### src/rtl/mnist_frame_sequencer.sv
// mnist_frame_sequencer: streams images from pixel/label RAMs into mnist_cnn and grades each decision.
module mnist_frame_sequencer #(
  parameter int PIXELS = 784,
  parameter int ADDR_W = 17,
  parameter int RST_CYC = 2,
  parameter int WAIT_MAX = 4096
) (
  input  logic              clk,
  input  logic              rst,
  input  logic              start,
  input  logic              abort,
  input  logic [9:0]        num_img,
  output logic              mem_rd,
  output logic [ADDR_W-1:0] mem_addr,
  input  logic [7:0]        mem_data,
  output logic [9:0]        lbl_addr,
  input  logic [3:0]        lbl_data,
  output logic              cnn_rst,
  output logic [7:0]        pixel,
  output logic              pixel_strobe,
  input  logic [3:0]        decision,
  input  logic              valid_out,
  output logic              result_valid,
  output logic [9:0]        result_idx,
  output logic [3:0]        result_dec,
  output logic              result_hit,
  output logic [9:0]        correct_cnt,
  output logic              busy,
  output logic              done,
  output logic [1:0]        err
);
  localparam int CW = $clog2(WAIT_MAX + PIXELS + RST_CYC + 2);
  typedef enum logic [2:0] {IDLE, CRST, STREAM, WAIT, REPORT, DONE} state_t;
  state_t state, nxt;
  logic [CW-1:0] cnt;
  logic [9:0] num_q, img_idx;
  logic [3:0] lbl_q, dec_q;
  logic rd_d, go, crst_end, stream_end, wait_end;
  assign go = start && !abort && (state == IDLE || state == DONE);
  assign crst_end = cnt == CW'(RST_CYC - 1);
  assign stream_end = cnt == CW'(PIXELS + 1);
  assign wait_end = cnt == CW'(WAIT_MAX - 1);
  assign lbl_addr = img_idx;
  always_ff @(posedge clk or negedge rst)
    if (!rst) state <= IDLE;
    else state <= nxt;
  always_comb begin
    nxt = state;
    case (state)
      IDLE, DONE: if (go) nxt = num_img == '0 ? DONE : CRST;
      CRST: if (crst_end) nxt = STREAM;
      STREAM: if (stream_end) nxt = WAIT;
      WAIT: if (valid_out || wait_end) nxt = REPORT;
      REPORT: nxt = img_idx + 10'd1 == num_q ? DONE : CRST;
      default: nxt = IDLE;
    endcase
    if (abort) nxt = IDLE;
    mem_rd = state == STREAM && cnt < CW'(PIXELS);
    cnn_rst = !(state == STREAM || state == WAIT);
    result_valid = state == REPORT;
    result_idx = result_valid ? img_idx : '0;
    result_dec = result_valid ? dec_q : '0;
    result_hit = result_valid && dec_q == lbl_q;
    busy = !(state == IDLE || state == DONE);
    done = state == DONE;
  end
  // pixel data returns one cycle after the read and is registered once more, so strobe trails reads by two
  always_ff @(posedge clk or negedge rst) begin
    if (!rst) begin
      cnt <= '0;
      num_q <= '0;
      img_idx <= '0;
      lbl_q <= '0;
      dec_q <= '0;
      rd_d <= 1'b0;
      pixel_strobe <= 1'b0;
      pixel <= '0;
      mem_addr <= '0;
      correct_cnt <= '0;
      err <= '0;
    end else begin
      cnt <= nxt == state ? cnt + CW'(1) : '0;
      rd_d <= mem_rd && !abort;
      pixel_strobe <= rd_d && !abort;
      if (rd_d) pixel <= mem_data;
      if (state == CRST && crst_end) lbl_q <= lbl_data;
      if (state == WAIT) dec_q <= valid_out ? decision : 4'hF;
      if (go) begin
        num_q <= num_img;
        img_idx <= '0;
        correct_cnt <= '0;
        err <= '0;
        mem_addr <= '0;
      end else if (!abort) begin
        if (mem_rd) mem_addr <= mem_addr + ADDR_W'(1);
        if (state == WAIT && wait_end && !valid_out) err[0] <= 1'b1;
        if ((state == CRST || state == STREAM) && valid_out) err[1] <= 1'b1;
        if (state == REPORT) begin
          img_idx <= img_idx + 10'd1;
          correct_cnt <= correct_cnt + 10'(result_hit);
        end
      end
    end
  end
endmodule

### config.mk
export PLATFORM = sky130hd
export DESIGN_NAME = mnist_frame_sequencer
export DESIGN_NICKNAME = d
export VERILOG_FILES = /design/src/rtl/mnist_frame_sequencer.sv
export SDC_FILE = /design/constraint.sdc
export NUM_CORES = 1
export LEC_CHECK = 0
export ABC_AREA = 1
export ABC_CLOCK_PERIOD_IN_PS = 2300
export CAP_MARGIN = 20
export CORE_ASPECT_RATIO = 0.6
export CORE_MARGIN = 5
export CORE_UTILIZATION = 36
export DETAILED_ROUTE_END_ITERATION = 12
export PLACE_DENSITY = 0.7
export REMOVE_ABC_BUFFERS = 1
export SLEW_MARGIN = 15
export SYNTH_ARGS = -nofsm -noshare
export SYNTH_HDL_FRONTEND = slang
export SYNTH_SLANG_ARGS = --single-unit
### constraint.sdc
create_clock -name clk -period 2.3 [get_ports clk]
set_input_delay 0.23 -clock clk [delete_from_list [all_inputs] [get_ports clk]]
set_output_delay 0.23 -clock clk [all_outputs]
set_load 0.05 [all_outputs]
==> Yosys cells after proc, flatten, opt, wreduce, memory -nomap -nowiden <==
Cells that the tools add are included.
{ "word_totals": {"register_bits": 83, "latch_bits": 0, "mem_bits_rw": 0, "rom_bits": 0, "output_inout_bits": 68, "n_memories": 0} }
{ "op_classes": {"addsub": 4, "multipliers": 0, "div_mod_pow": 0, "order_cmp": 1, "eq_ne": 12, "shift": 0, "muxes": 25, "bitwise": 0, "reduce_logical": 29} }
{ "ops": {"columns": ["cell", "n"], "rows": [
  ["$mux W10", 7],
  ["$mux W17", 3],
  ["$mux W3", 7],
  ["$add A17 B1 Y17 const B", 1],
  ["$pmux W3 S5", 1],
  ["$add A13 B1 Y13 const B", 1],
  ["$eq A13 B1 Y1 const B", 1],
  ["$eq A13 B10 Y1 const B", 1],
  ["$eq A13 B12 Y1 const B", 1],
  ["$lt A13 B10 Y1 const B", 1],
  ["$mux W13", 1],
  ["$add A10 B1 Y10", 1],
  ["$add A10 B1 Y10 const B", 1],
  ["$eq A10 B10 Y1", 1],
  ["$logic_and A1 B1 Y1", 10],
  ["$logic_not A10 Y1", 1],
  ["$mux W4", 2],
  ["$reduce_and A2 Y1", 4],
  ["$reduce_bool A2 Y1", 4],
  ["$eq A3 B2 Y1 const B", 2],
  ["$eq A3 B3 Y1 const B", 2],
  ["$eq A4 B4 Y1", 1],
  ["$logic_not A1 Y1", 4],
  ["$logic_or A1 B1 Y1", 4],
  ["other kinds (7)", 9]
]} }

==> Logic depth before layout (Yosys ltp) <==
Gate-level depths: netlist (run 1).
{ "logic_depth": {"word_depth": 8, "ltp_mapped": 16, "depth_no_buf": 15} }

==> Worst setup path after synthesis (run 1) <==
Ideal clock, no wire load.
{ "synth_path": {"kind": "reg2reg", "startpoint": "reg state[0]", "endpoint": "reg correct_cnt[9]", "setup_time_ns": 0.064, "t_arrival_ns": 4.006, "required_ns": 2.236, "setup_slack_ns": -1.771, "path_stages_with_launch": 16, "synth_period_minus_slack_ns": 4.071, "path_cell_list": "dfrtp_1 inv_1 nand2_2 nor2_4 inv_1 nor4_1 ha_1 nand2_1 nor2_1 nand2_1 nor2_2 nand2_1 nor2_2 nand3_1 a21oi_1 o21a_1"} }
{ "synth_via": {"elab_chain_cells": 6, "word_cells_on_any_way": 13, "cone_classes": "add/sub (1); eq/ne (3); mux (3); reduce/logical (6)"} }
{ "synth_lines": {"columns": ["element", "line", "rtl"], "rows": [
  ["from (decl)", "34", "state_t state, nxt;"],
  ["from (signal assigned)", "46", "else state <= nxt;"],
  ["$eq A3 B3 Y1", "60", "result_valid = state == REPORT;"],
  ["net result_valid", "23", "output logic result_valid,"],
  ["$logic_and A1 B1 Y1", "63", "result_hit = result_valid && dec_q == lbl_q;"],
  ["net result_hit", "26", "output logic result_hit,"],
  ["$add A10 B1 Y10", "100", "correct_cnt <= correct_cnt + 10'(result_hit);"],
  ["$mux W10", "98", "if (state == REPORT) begin"],
  ["$mux W10", "94", "end else if (!abort) begin"],
  ["$mux W10", "88", "if (go) begin"],
  ["to (signal assigned)", "100", null],
  ["to (decl)", "27", "output logic [9:0] correct_cnt,"]
]} }
The timed path passes the listed nets, and every way through them passes these cells. The select of a mux whose other input is x is not followed.
A chain may end at the register's enable or synchronous reset.

==> Worst setup path in the final report (run 1) <==
{ "layout_path": {"startpoint": "reg state[0]", "endpoint": "reg correct_cnt[9]"} }
{ "layout_via": {"elab_chain_cells": 6, "word_cells_on_any_way": 13, "cone_classes": "add/sub (1); eq/ne (3); mux (3); reduce/logical (6)"} }
{ "layout_lines": {"columns": ["element", "line"], "rows": [
  ["$eq A3 B3 Y1", "60, 98"],
  ["$logic_and A1 B1 Y1", "63"],
  ["$add A10 B1 Y10", "100"],
  ["$mux W10", "98"],
  ["$mux W10", "94"],
  ["$mux W10", "88"]
]} }
Several ways; a longest one is shown, not always the timed one. The select of a mux whose other input is x is not followed.

==> flow_metrics.py, run 1 <==
metrics = {
    "logic_synthesis": {
        "seq_area_frac_synth_pct": 46.9,
        "synth_cell_types": 42,
        "yosys-top-cells-area": "dfrtp_1, nand2_1, inv_1",
        "synth_flop_cell": "dfrtp_1",
        "synth_cells": 570,
        "synth.avg_cell_area_um2": 7.77,
        "synth_top_area_share_pct": 46.9,
        "synth-seq-cells": 83,
        "yosysWarnings": 0,
        "async_flop_share_pct": 100,
        "synth_area_leader_cell": "dfrtp_1",
        "synth-edff-count": 0,
        "netlist_area_mm2": 0.00443,
    },
    "setup_path": {
        "path_buf_inv": 3,
        "cp.required_ns": 2.58,
        "r2r-end": "correct_cnt[9]",
        "r2r_start": "state[0]",
        "rrSetupSlack_ns": -0.0002,
        "path_delay_family": "simple AND/OR/NAND/NOR gates",
        "max_stage_delay_ns": 0.41,
        "crit_path_start": "state[0]",
        "crit_arrival_ns": 2.58,
        "startpoint_type": "flip-flop",
        "cp_max_fo": 3,
        "critPathMostFrequentCell": "nor2_4",
        "cp.depth": 16,
        "worstPathCellList": "inv_2 > nand2_4 > nor2_4 > inv_2 > nor4_4 > buf_4 > ha_4 > nand2_4 > nor2_4 > nand2_2 > nor2_4 > nand2_2 > nor2_4 > nand3_2 > a21oi_2 > o21a_1",
        "endpoint": "correct_cnt[9]",
        "path_class": "reg2reg",
        "critPathSlowestCell": "dfrtp_1",
        "setup.worst_path.end_class": "flip-flop",
        "ff2ff_path_depth": 16,
    },
    "floorplan": {
        "core_mm2": 0.0121,
        "dieArea_mm2": 0.0147,
        "die_y_um": 95.9,
        "pin_count": 99,
        "rows": 31,
        "start_util_pct": 36.7,
        "fp.dieW_um": 153,
    },
    "cts": {
        "h-tree-depth": 3,
        "cts_sinks": 83,
        "insertion_delay_ns": 0.34,
        "clockBufferDepth": 2,
        "cts_tree": "built",
        "cts_buffers": 9,
        "cts_root_buf": "clkbuf_16",
        "clk_pin_slew_worst_paths_ns": 0.06,
    },
    "pwr": {
        "leakagePower_nw": 2.85,
        "power_mw": 4.53,
        "ir_drop_v": 0.000666,
        "power_density_mw_per_mm2": 720,
    },
    "global_routing": {
        "met1_usage_pct": 24.4,
        "grt_util_met2_pct": 26.9,
        "grt_usage_pct": 17.6,
        "grt_start_max_net_pins": 44,
        "grt_pass1_wl_um": 20700,
        "grt_pass1_vias": 4157,
        "gr-usage-met3_pct": 5.80,
        "antenna_found_initial": 0,
        "grt-ovfl-total": 0,
        "grt.busiest_layer": "met2",
    },
    "detailed_routing": {
        "wl_um": 12900,
        "ant_nets": 0,
        "drtPass1Iterations": 5,
        "vias_per_cell": 4.88,
        "routedWlPerCell_um": 14.9,
        "num_vias": 4224,
        "drc_errors": 0,
        "drtIter0Drc": 291,
    },
    "timing": {
        "hold_viol": 0,
        "fin_ws_ns": -0.000200,
        "maxSlewHeadroom_pct": 61.3,
        "skew_ns": 0.00716,
        "setup_viol_count_final": 1,
        "hold_ws_ns": 0.430,
        "maxClockFrequency_mhz": 435,
        "post-route-period-util_pct": 100,
        "worst_slew_pin_slew_ns": 0.580,
        "grt_setup_unrepaired": "true",
        "post-route-min-period_ns": 2.30,
        "drv_slew": 0,
        "setup_tns_ns": -0.000200,
    },
    "layout": {
        "syn2layout_area_growth_pct": 42.3,
        "seq_area_mm2": 0.00208,
        "nFillCells": 1096,
        "drive_above_1_share_pct": 15.4,
        "utilization_pct": 52.2,
        "multiInputGateArea_mm2": 0.00208,
        "nets": 733,
        "n_antenna_cell": 0,
    },
    "run_status": {
        "status": "finished, violations left",
        "violations": "setup timing",
    },
    "run": {
        "max_cap_viol_count": 0,
    },
    "placement": {
        "gp_congestion": 0.895,
        "dp_slack_ns": -0.242,
        "numPortBuffers": 98,
        "dp_hpwl_um": 9420,
    },
    "worst_hold_path": {
        "hold_class": "in2reg",
    },
}
==> timing repair <==
item,4_1_cts,5_1_grt
pin swaps,6,8
hold buffers,1,0
hold endpoints to repair,40,0
setup buffers,2,4
endpoints found under the setup margin,5,17
resized for setup,11,18
cloned,0,1
==> power breakdown <==
group	leakage (nW)	total [mW]	switching, mW	internal (mW)
sequential	1.10	1.86	0.166	1.70
combinational	1.63	1.36	0.865	0.495
clock	0.132	1.31	0.563	0.750
total	2.85	4.53	1.59	2.94
==> synth_stat cells, types with 3 or more instances <==
cell,count
nand2_1,126
dfrtp_1,83
inv_1,83
nor2_1,62
o21ai_0,41
nand3_1,33
a21oi_1,24
nor3_1,18
nor2_2,15
nand4_1,14
xor2_1,10
clkbuf_1,8
ha_1,6
inv_2,4
mux2_2,4
nand2_2,3
nor2_4,3
nor4_1,3
xnor2_1,3
==> worst min path at each step <==
stage	startpoint	endpoint	slack [ns]	cells after the start
finish	mem_data[2]	pixel[2]	0.43	3
global route	mem_data[3]	pixel[3]	0.43	3
CTS	mem_data[2]	pixel[2]	0.42	3
detailed placement	rst	lbl_q[2]	0.26	1
global placement	rst	lbl_q[1]	0.26	1
floorplan	rst	cnt[0]	-0.07	0
==> tightest hold or removal path: stages <==
cell	delay, ns
clkdlybuf4s50_1	0.39
nand2_1	0.06
nand2_1	0.05
==> area by class of cell <==
type,count,area share [%]
Sequential cell,83,33.0
Multi-Input combinational cell,389,32.9
Timing Repair Buffer,125,21.4
Inverter,88,5.24
Clock buffer,12,3.91
Tap cell,165,3.28
Clock inverter,3,0.238
==> placed cells by master, fill, tap and decap left out, drive strengths merged, types with 3 or more instances in the layout <==
cell type,instances
inv,87
nor2,80
xnor2,3
ha,6
clkdlybuf4s50,79
nor4,3
clkbuf,12
o21ai,43
mux2,4
dfrtp,83
nor3,19
nand4,15
nand2,131
nand3,34
buf,43
xor2,10
clkinv,4
a21oi,25
==> per-layer routing <==
metal	part of all wire, %	routed length, µm
met1	48	6200
met2	43	5520
met3	8.2	1060
met4	0.95	123
met5	0	0
==> metrics by stage <==
| step | std cells | instance area [µm²] |
|---|---|---|
| final | 865 | 6300 |
| after CTS | 860 | 6210 |
| after global placement | 842 | 5870 |
| after detailed placement | 842 | 5870 |
| after floorplan | 559 | 4380 |
| after global routing | 865 | 6300 |
==> kinds of logic (layout without fill, tap and decap cells) <==
kind of cell               after synthesis  count (layout)  synth area share (%)
and+or+nand+nor                        286             287                  29.2
xor gates and xnor gates                14              14                  3.11
muxes                                    4               4                  1.02
DFF                                     83              83                  46.9
AOI/OAI and AO/OA                       78              78                  9.52
adders and majority gates                6               6                  1.70
buffers and inverters                   99             228                  8.59
==> sequential cells by signal (all words and copies together) (netlist names) <==
| name | cells |
|---|---|
| mem_addr | 17 |
| cnt | 13 |
| correct_cnt | 10 |
| lbl_addr | 10 |
| num_q | 10 |
| pixel | 8 |
| dec_q | 4 |
| lbl_q | 4 |
| state | 3 |
| err | 2 |
| pixel_strobe | 1 |
| rd_d | 1 |
Power figures use the tool's default switching activity.
==> run 2, diff against run 1 <==
- ABC_AREA: 1 -> default
- PLACE_DENSITY: 0.7 -> 0.72
- TNS_END_PERCENT: default -> 30
==> run 2 against run 1 <==
  * The flow now finishes without violations
  * Combinational power decreased by 9.6%
  * Routed wire length fell by 10%
  * Clock skew down 0.0012 ns
  * Sequential power about the same
  * Critical path depth shrank 10
  * Sequential share of layout area is 0.77 points lower
  * Power rose by 4.6%
  * Critical endpoint is now mem_rd
==> flow_metrics.py, run 2 <==
metrics = {
    "run_status": {
        "status": "finished clean",
    },
    "logic_synthesis": {
        "yosys-top-cells-area": "dfrtp_1, nand2_1, xor2_1",
        "synth_cell_types": 52,
        "synth_top_area_share_pct": 46.4,
        "synth_common_cells": "dfrtp_1, nand2_1, nor2_1",
        "post-synth-top-count-cell": "dfrtp_1",
        "synth-edff-count": 0,
        "synth.avg_cell_area_um2": 9.44,
        "async_flop_share_pct": 100,
        "synth_cells": 474,
        "seq_area_frac_synth_pct": 46.4,
        "synth_top_family_by_area": "simple AND/OR/NAND/NOR gates",
        "synth_mux_area_share_pct": 3.24,
        "synth_flop_cell": "dfrtp_1",
        "yosys.area_share.simple_pct": 28.2,
        "yosysWarnings": 0,
        "synth-compound-area-share_pct": 6.01,
        "synthAdderAreaFrac_pct": 1.68,
        "netlist_area_mm2": 0.00448,
        "synthXorXnorAreaFrac_pct": 11.3,
        "synth_area_leader_cell": "dfrtp_1",
        "synth-seq-cells": 83,
    },
    "setup_path": {
        "path_delay_family": "buffers and inverters",
        "crit_arrival_ns": 1.98,
        "worstPathCellList": "buf_4 > nor3b_2 > o211ai_1 > buf_4 > inv_1 > buf_12",
        "path_class": "reg2out",
        "critPathSlowestCell": "dfrtp_1",
        "critPathMostFrequentCell": "buf_4",
        "cp.required_ns": 2.07,
        "cp_max_fo": 8,
        "startpoint_type": "flip-flop",
        "path_buf_inv": 4,
        "setup.worst_path.end_class": "output port",
        "max_stage_delay_ns": 0.41,
        "rrSetupSlack_ns": 0.15,
    },
    "detailed_routing": {
        "drtIter0Drc": 267,
        "drc_errors": 0,
        "drtPass1Iterations": 5,
        "num_vias": 3786,
        "vias_per_cell": 4.90,
        "wl_um": 11600,
        "routedWlPerCell_um": 15.0,
        "ant_nets": 0,
    },
    "cts": {
        "cts_root_buf": "clkbuf_16",
        "h-tree-depth": 3,
        "cts_tree": "built",
        "clk_pin_slew_worst_paths_ns": 0.06,
        "cts_sinks": 83,
        "cts_buffers": 9,
        "insertion_delay_ns": 0.34,
        "clockBufferDepth": 2,
    },
    "layout": {
        "nets": 641,
        "largest_reg_flops": 17,
        "mostFrequentLayoutCell": "nand2_1",
        "regMostFlops": "mem_addr",
        "syn2layout_area_growth_pct": 44.3,
        "top_regs": "mem_addr: 17 flops, cnt: 13 flops",
        "n_antenna_cell": 0,
        "drive_above_1_share_pct": 20.1,
        "mostFrequentLayoutCells": "nand2_1, dfrtp_1, clkdlybuf4s50_1",
        "fin_area_mm2": 0.00646,
    },
    "timing": {
        "worst_slew_pin_slew_ns": 0.534,
        "drv_slew": 0,
        "setup_tns_ns": 0,
        "hold_viol": 0,
        "maxClockFrequency_mhz": 452,
        "maxSlewHeadroom_pct": 64.3,
        "post-route-period-util_pct": 96.2,
        "fin_ws_ns": 0.0882,
        "setup_viol_count_final": 0,
        "post-route-min-period_ns": 2.21,
        "grt_setup_unrepaired": "true",
        "skew_ns": 0.00594,
    },
    "floorplan": {
        "rows": 31,
        "pin_count": 99,
        "die_y_um": 96.4,
        "start_util_pct": 37.0,
        "core_mm2": 0.0121,
        "fp.dieW_um": 154,
        "dieArea_mm2": 0.0148,
    },
    "pwr": {
        "combPwrFrac_pct": 25.9,
        "p_sw_share_pct": 31.3,
        "intPower_mw": 3.26,
        "ir_drop_v": 0.000361,
        "switchingPower_mw": 1.49,
        "power_density_mw_per_mm2": 734,
        "clkPwrFrac_pct": 34.5,
        "pwr-share-seq_pct": 39.5,
        "leakagePower_nw": 2.84,
    },
    "placement": {
        "gp_congestion": 0.865,
        "numPortBuffers": 98,
        "dp_slack_ns": 0.0000953,
        "place_area_mm2": 0.00604,
        "dp_hpwl_um": 8840,
    },
    "worst_hold_path": {
        "hold_class": "in2async",
    },
    "global_routing": {
        "grt_pass1_wl_um": 19100,
        "grt_pass1_vias": 3789,
        "antenna_found_initial": 0,
        "grt_usage_pct": 16.1,
        "grt-ovfl-total": 0,
        "grt_start_max_net_pins": 53,
    },
    "run": {
        "max_cap_viol_count": 0,
    },
}
## run 2: cell types whose count changed after synthesis, sizes merged, moves of 22 or more
| cell | delta |
|---|---|
| inv | -79 |
| nand2 | -49 |
| nor2 | -31 |
| o21ai | -31 |
| xnor2 | +22 |
| xor2 | +22 |
## run 2: metrics by stage
step                      hold WS, ns  utilization (%)  total power [mW]  instances
final                           0.386             53.4              4.74        773
after global placement          0.195             49.9              3.08        756
after CTS                       0.396             52.8              4.76        772
after global routing            0.442             53.4              4.96        773
after detailed placement        0.198             49.9              3.11        756
after floorplan               -0.0656                -              2.64        453
## run 2: cell families after synthesis
kind of cell             Yosys count
XOR/XNOR                          57
AND/OR/NAND/NOR                  247
buffers and inverters             29
AO/OA/AOI/OAI                     39
multiplexers                      13
adder cells (fa/ha/maj)            6
flip-flops                        83
## run 2: area by class of cell
class / count / area, µm²
Clock buffer: 9 / 225
Sequential cell: 83 / 2080
Clock inverter: 6 / 115
Tap cell: 165 / 206
Inverter: 8 / 30.0
Timing Repair Buffer: 140 / 1490
Fill cell: 1080 / 5640
Multi-Input combinational cell: 362 / 2310
## run 2: path summary, 6_finish.rpt
| path | startpoint | endpoint | depth (start not counted) |
|---|---|---|---|
| min in group clk | num_img[7] | num_q[7] | 3 |
| min reg2reg | pixel[2] | pixel[2] | 1 |
| max reg2reg | state[2] | cnt[0] | 6 |
| max in group asynchronous | rst | mem_addr[15] | 3 |
| max | state[2] | mem_rd | 6 |
| min | rst | state[1] | 2 |
## run 2: power by group through the flow
stage                     Combinational [mW]  Clock, mW  Sequential, mW
after global placement                  1.19          0            1.89
after floorplan                        0.510          0            2.13
after global routing                    1.33       1.73            1.91
after detailed placement                1.21          0            1.90
after CTS                               1.22       1.67            1.87
final                                   1.23       1.64            1.87
## run 2: routing by layer
metal	track usage (%)	part of all wire, %
met1	23.7	49
met2	23.0	42
met3	5.25	7.7
met4	3.38	0.83
met5	0	0
## run 2: repair_timing
action / CTS / global route
hold buffers: 1 / 0
endpoints found under the setup margin: 0 / 14
hold endpoints to repair: 31 / 0
buffers inserted: 0 / 1
gates resized for setup: 0 / 14
